==> src/rtl/hazard_pkg.sv <==
// hazard_pkg: shared state encoding and default multi-cycle latency for the hazard unit.
package hazard_pkg;
    typedef enum logic {RUN, MC_BUSY} state_t;
    localparam int MC_LAT_DEF = 4;
endpackage

==> src/rtl/load_use_detect.sv <==
// load_use_detect: flags a load in EX whose nonzero destination feeds a source of the ID instruction.
module load_use_detect (
    input  logic [4:0] id_rs1,
    input  logic [4:0] id_rs2,
    input  logic [4:0] idex_rd,
    input  logic       idex_memread,
    output logic       lu
);
    assign lu = idex_memread && (idex_rd != 5'd0) && (idex_rd == id_rs1 || idex_rd == id_rs2);
endmodule

==> src/rtl/hazard_ctrl.sv <==
// hazard_ctrl: pipeline stall/flush control for load-use, taken branches and multi-cycle EX ops,
// with a saturating count of PC-stall cycles.
module hazard_ctrl
    import hazard_pkg::*;
#(
    parameter int MC_LAT      = MC_LAT_DEF,
    parameter int STALL_CNT_W = 16
) (
    input  logic                   clk,
    input  logic                   reset,
    input  logic [4:0]             id_rs1,
    input  logic [4:0]             id_rs2,
    input  logic [4:0]             idex_rd,
    input  logic                   idex_memread,
    input  logic                   ex_branch_taken,
    input  logic                   ex_mc_start,
    output logic                   pc_write,
    output logic                   ifid_write,
    output logic                   idex_write,
    output logic                   idex_bubble,
    output logic                   ifid_flush,
    output logic                   exmem_bubble,
    output logic                   mc_done,
    output logic [STALL_CNT_W-1:0] stall_count
);
    state_t     state, state_nxt;
    logic [3:0] cnt, cnt_nxt;
    logic       lu, hold;

    load_use_detect u_lu (
        .id_rs1      (id_rs1),
        .id_rs2      (id_rs2),
        .idex_rd     (idex_rd),
        .idex_memread(idex_memread),
        .lu          (lu)
    );

    always_comb begin
        state_nxt    = state;
        cnt_nxt      = cnt;
        hold         = 1'b0;
        pc_write     = 1'b1;
        ifid_write   = 1'b1;
        idex_write   = 1'b1;
        idex_bubble  = 1'b0;
        ifid_flush   = 1'b0;
        exmem_bubble = 1'b0;
        mc_done      = 1'b0;
        if (!reset) begin
            // the final busy cycle releases EX and falls through to normal hazard priority
            if (state == MC_BUSY) begin
                hold      = cnt != 4'd0;
                cnt_nxt   = hold ? cnt - 4'd1 : cnt;
                mc_done   = !hold;
                state_nxt = hold ? MC_BUSY : RUN;
            end else if (ex_mc_start) begin
                hold      = 1'b1;
                cnt_nxt   = 4'(MC_LAT - 1);
                state_nxt = MC_BUSY;
            end
            if (hold) begin
                pc_write     = 1'b0;
                ifid_write   = 1'b0;
                idex_write   = 1'b0;
                exmem_bubble = 1'b1;
            end else if (ex_branch_taken) begin
                ifid_flush  = 1'b1;
                idex_bubble = 1'b1;
            end else if (lu) begin
                pc_write    = 1'b0;
                ifid_write  = 1'b0;
                idex_bubble = 1'b1;
            end
        end
    end

    always_ff @(posedge clk or posedge reset) begin
        if (reset) begin
            state       <= RUN;
            cnt         <= 4'd0;
            stall_count <= '0;
        end else begin
            state <= state_nxt;
            cnt   <= cnt_nxt;
            if (!pc_write && stall_count != '1)
                stall_count <= stall_count + STALL_CNT_W'(1);
        end
    end
endmodule

==> config.mk <==
export PLATFORM = sky130hd
export DESIGN_NAME = hazard_ctrl
export DESIGN_NICKNAME = d
export VERILOG_FILES = /design/src/rtl/hazard_pkg.sv /design/src/rtl/load_use_detect.sv /design/src/rtl/hazard_ctrl.sv
export SDC_FILE = /design/constraint.sdc
export NUM_CORES = 1
export LEC_CHECK = 0
export BUFFER_PORTS_ARGS = -buffer_cell sky130_fd_sc_hd__buf_2
export CAP_MARGIN = 20
export CORE_UTILIZATION = 30
export DETAILED_ROUTE_END_ITERATION = 12
export SYNTH_ARGS = -nofsm -noshare
export SYNTH_HDL_FRONTEND = slang
export SYNTH_HIERARCHICAL = 1
export SYNTH_SLANG_ARGS = --single-unit
export TNS_END_PERCENT = 10
==> constraint.sdc <==
create_clock -name clk -period 2.49 [get_ports clk]
set_input_delay 0.498 -clock clk [delete_from_list [all_inputs] [get_ports clk]]
set_output_delay 0.498 -clock clk [all_outputs]
set_load 0.05 [all_outputs]
[After elaboration in Yosys (flattened, before gate mapping)]
Cells that the tools add are included.
Cells by class
  add/subtract/negate cells: 2
  eq/ne operators: 4
  mux-type cells: 25
  bitwise operators: 1
  reductions and logical operators: 10
Operators with widths (number)
  1-bit 2-to-1 mux: 22
  16-bit by 1-bit adder with 16-bit output (second input constant): 1
  16-bit inequality test (second input constant): 1
  4-bit 2-to-1 mux: 3
  5-bit == test: 2
  5-bit nonzero test: 1
  4-bit nonzero test: 1
  4-bit by 1-bit subtractor with 4-bit output (second input constant): 1
  1-bit logical AND: 3
  3-bit AND reduction: 1
  1-bit zero test: 2
  2-bit by 1-bit inequality test with 1-bit output (second input constant): 1
  2-bit nonzero test: 1
  1-bit logical OR: 1
  1-bit inverter: 1
Storage, ports and cells
  register bits after elaboration: 21
  bits of input ports: 20
  output and inout port bits: 23
  logic and storage cells: 45

[Logic depth before layout (Yosys ltp)]
  depth in word-level cells: 9
  gate-level depth with buffers: 9
  gate-level depth less buffers: 8

[Cells and area by module]
The synthesis kept the hierarchy.
By module, submodules not included
  hazard_ctrl: times used 1, cells each 107, area each 1143.6 sq um
  load_use_detect: times used 1, cells each 17, area each 125.1 sq um

[Worst setup path before layout]
OpenSTA, ideal clock, no wires.
  path kind: register -> output
  from: reg cnt[0]
  to: out mc_done
  arrival time: 2.142 ns
  slack: -0.150 ns
  stages on the path, launching flop included: 5
  cell sequence: dfrtp_1 > inv_1 > ha_1 > nand2b_1 > nor4_1
Between the ends
  cells in the longest elaborated chain, start to end: 4
RTL lines
  from (decl): RTL line hazard_ctrl.sv:27  | logic [3:0] cnt, cnt_nxt;
  from (signal assigned): RTL line hazard_ctrl.sv:84  | cnt <= cnt_nxt;
  4-bit nonzero test: RTL line hazard_ctrl.sv:52  | hold = cnt != 4'd0;
  1-bit zero test: RTL line hazard_ctrl.sv:54  | mc_done = !hold;
  1-bit 2-to-1 mux: RTL line hazard_ctrl.sv:51  | if (state == MC_BUSY) begin
  1-bit 2-to-1 mux: RTL line hazard_ctrl.sv:49  | if (!reset) begin
  to (decl): RTL line hazard_ctrl.sv:23  | output logic mc_done,
No other way between the ends.

[Worst setup path in the final report]
  from: in idex_rd[1]
  to: out pc_write
Between the ends
  cells in the longest elaborated chain, start to end: 7
  elaborated cells between the ends (all ways): 10
  classes of those cells: eq/ne: 2; mux: 4; reduce/logical: 4
RTL lines
  from (decl): RTL line hazard_ctrl.sv:13  | input logic [4:0] idex_rd,
  5-bit == test / 5-bit nonzero test (equally long branches): RTL line load_use_detect.sv:9  | assign lu = idex_memread && (idex_rd != 5'd0) && (idex_rd == id_rs1 || idex_rd == id_rs2);
  1-bit logical OR / 1-bit logical AND (equally long branches): RTL line load_use_detect.sv:9
  1-bit logical AND *: RTL line load_use_detect.sv:9
  via lu: RTL line hazard_ctrl.sv:28  | logic lu, hold;
  1-bit 2-to-1 mux *: RTL line hazard_ctrl.sv:69  | end else if (lu) begin
  1-bit 2-to-1 mux *: RTL line hazard_ctrl.sv:66  | end else if (ex_branch_taken) begin
  1-bit 2-to-1 mux *: RTL line hazard_ctrl.sv:61  | if (hold) begin
  1-bit 2-to-1 mux *: RTL line hazard_ctrl.sv:49
  to (decl): RTL line hazard_ctrl.sv:17  | output logic pc_write,
The timed path passes the listed nets; every way through them passes the cells marked *.

==> metrics.md <==
| Metric | Value |
|---|---|
| Worst skew pair latency | roughly 0.27 ns |
| Fmax | 421 MHz |
| Layout cells sized above 1 | a little over a third |
| WL final | ~2700 microns |
| EDFF count, synth | 0 |
| Worst setup SP type | primary input |
| Die X | about 67 microns |
| Core footprint | 0.00403 sq mm |
| Synth top area cells | dfrtp_1 (41%), xor2_1 (14%), nor4_4 (3.4%), nor3_1 (3.2%), nand4_1 (3.0%) |
| Hold crit path type | primary input to asynchronous set/reset pin |
| CTS root buffer | clkbuf_8 |
| Drt via density | ~5 |
| Nets | 191 |
| Routability cong. | about 0.73 |
| Outcome | finished, final reports clean |
| Remaining antenna violation count | 0 |
| Worst path cell trace | buf_2 -> or4_1 -> o21ai_1 -> a21oi_1 -> nand2b_1 -> o32a_4 -> buf_2 |
| Area growth, synth to finish | 25.7% |
| Mapped Cells | roughly 120 |
| PwrDens | between 900 and 1000 mW/mm^2 |
| Slew Viols, Final | 0 |
| Fraction of registers with async set/reset | 100% |
| Post-CTS setup buffers | 0 |
| FF+latch count, synth | 21 |
| Peak VDD IR | 428 uV |
| Fin. Hold Viols | 0 |
| Antenna violations before repair | 0 |
| Drt initial violations | 70 |
| Ant. Diodes | 0 |
| Reg2reg end | stall_count[12] |
| Worst Setup Path Type | primary input to primary output |
| Vias in the first global route | about 1.0k |
| Filler Cells Inserted | between 400 and 500 |
| Critical Path Fanout Max | 4 |
| Worst reg2reg path depth | 7 |
| Hpwl dp | about 2000 microns |
| Post-route DRC violation count | 0 |
| CTS tree | done |
| Max clock buf depth | 2 |
| Core Rows | 23 |
| Syn_nets | 146 |
| Final Util | 39.6% |
| Post-placement cell area | roughly 0.0015 sq mm |
| Register area share after synthesis | 41.4% |
| Leak | between 0.7 and 0.8 nW |
| Starting Density | 31.5% |
| Clk_skew | roughly 0.0089 ns |
| Final setup fails | 0 |
| Largest net degree at the start of global routing | 22 |
| # IOs | between 40 and 50 |
| Worst setup EP type | primary output |
| Worst-margin pin slew | slightly above 0.8 ns |
| Number of CTS-inserted buffers | 3 |
| Critical R2R Launch | cnt[0] |
| Via count | between 1k and 1.5k |
| Post-synth top area cell | dfrtp_1 |
| DR WL/cell | about 12 microns |
| Clock sink count | 21 |
| Predominant post-synthesis flop cell | dfrtp_1 |
| Reg area | approximately 530 sq um |
| Syn Area/Cell | 10.2 sq um |
| Critical Path RT | around 2 ns |
| Critical Path Slowest Stage Cell | or4_1 |
| Slew margin rel. | 45.7% |
| Clock-pin slew on the worst setup and hold paths | ~0.080 ns |
| Unique masters post-synth | 35 |
| WHS | between 0.4 and 0.5 ns |
| Synth warnings | 6 |
| Final setup TNS | 0 ns |
| Post-synth top area share | between 40% and 50% |
| Synth cell count leaders | dfrtp_1 (21), xor2_1 (21), nor3_1 (8) |
| Non-Filler Instances | roughly 220 |
| GR Overflow Total | 0 |
| Placed Cells | approximately 210 |
| Multi-input gate area | 714 sq um |
| Design area | 0.00160 sq mm |
| Die ar. | 0.00449 sq mm |
| GR Util All Layers | 13.9% |
| Synthesized area | between 0.001 and 0.0015 sq mm |
| Max cap viols | 0 |
| Worst path max stage delay | 0.52 ns |
| Worst EP arrival | 1.88 ns |
| RSZ-0062 raised after global routing | no |
| FF-to-FF setup slack | 0.43 ns |
| I/O Buffers | 42 |
| H-tree Lvls | 1 |
| Final period util | a little over nine tenths |
| Fin crit period | around 2.4 ns |
| CP most frequent cell | buf_2 |
| First-pass GRT wire length | 4660 microns |
| Drt first pass iters | 4 |
| Chip height | roughly 67 microns |
-- registers in the layout, summed over array words and instances (netlist names) --
register / flops
stall_count: 16
cnt: 4
state: 1
-- area by class of cell --
type	count	share of cell area, %
Clock buffer	3	2.59
Clock inverter	1	0.314
Inverter	5	1.18
Multi-Input combinational cell	94	44.8
Sequential cell	21	32.9
Tap cell	50	3.92
Timing Repair Buffer	44	14.3
-- worst max-delay path by stage --
stage	from	end	slack, ns	cells after the start
2_1_floorplan	cnt[0]	exmem_bubble	0.04	6
3_3_place_gp	idex_rd[3]	stall_count[12]	0.05	10
3_5_place_dp	idex_rd[0]	stall_count[4]	0.05	10
4_1_cts	cnt[0]	exmem_bubble	0.06	6
5_1_grt	cnt[0]	ifid_flush	0.04	7
6_report	idex_rd[1]	pc_write	0.12	7
-- power breakdown --
part	leakage (nW)	internal [mW]	total [mW]	switching, mW
clock	0.0255	0.112	0.230	0.119
sequential	0.258	0.442	0.572	0.130
combinational	0.467	0.232	0.771	0.540
-- routing by layer --
layer	vias up	track usage [%]	part of all wire (%)
li1	539	-	-
met1	510	17.8	48
met2	32	21.8	45
met3	8	4.62	5.2
met4	0	4.26	1.5
met5	-	0	0
-- metrics by stage --
step                setup slack [ns]  power (mW)
finish                         0.115        1.57
global route                  0.0373        1.69
CTS                           0.0592        1.58
detailed placement            0.0455        1.34
global placement              0.0490        1.33
floorplan                     0.0379        1.16
-- critical path, delay by kind of cell --
kind / cells / cell delay (ns)
and+or+nand+nor: 2 / 0.61
AOI/OAI and AO/OA: 3 / 0.39
buffers and inverters: 2 / 0.38
-- logic make-up after synthesis --
| logic type | synth area share (%) |
|---|---|
| compound gates | 6.31 |
| xor+xnor | 17.3 |
| fa+ha+maj | 1.97 |
| buf+inv | 3.65 |
| flops | 41.4 |
| mux | 0.888 |
| simple gates | 28.5 |
-- cells in the final DEF, fill, tap and decap left out, types with 4 or more instances in the layout --
master	Yosys	layout
xnor2_1	4	4
buf_2	1	41
nand2_1	4	4
dfrtp_1	21	21
nor4_2	2	4
inv_1	5	4
xor2_1	21	21
nand4_1	6	6
nor2_1	7	7
nor3_1	8	8
nand3_1	7	7
-- what timing repair did --
item / 4_1_cts / 5_1_grt
gates resized for setup: 1 / 2
hold buffers: 0 / 0
endpoints found under the setup margin: 1 / 1
Power figures use the tool's default switching activity.
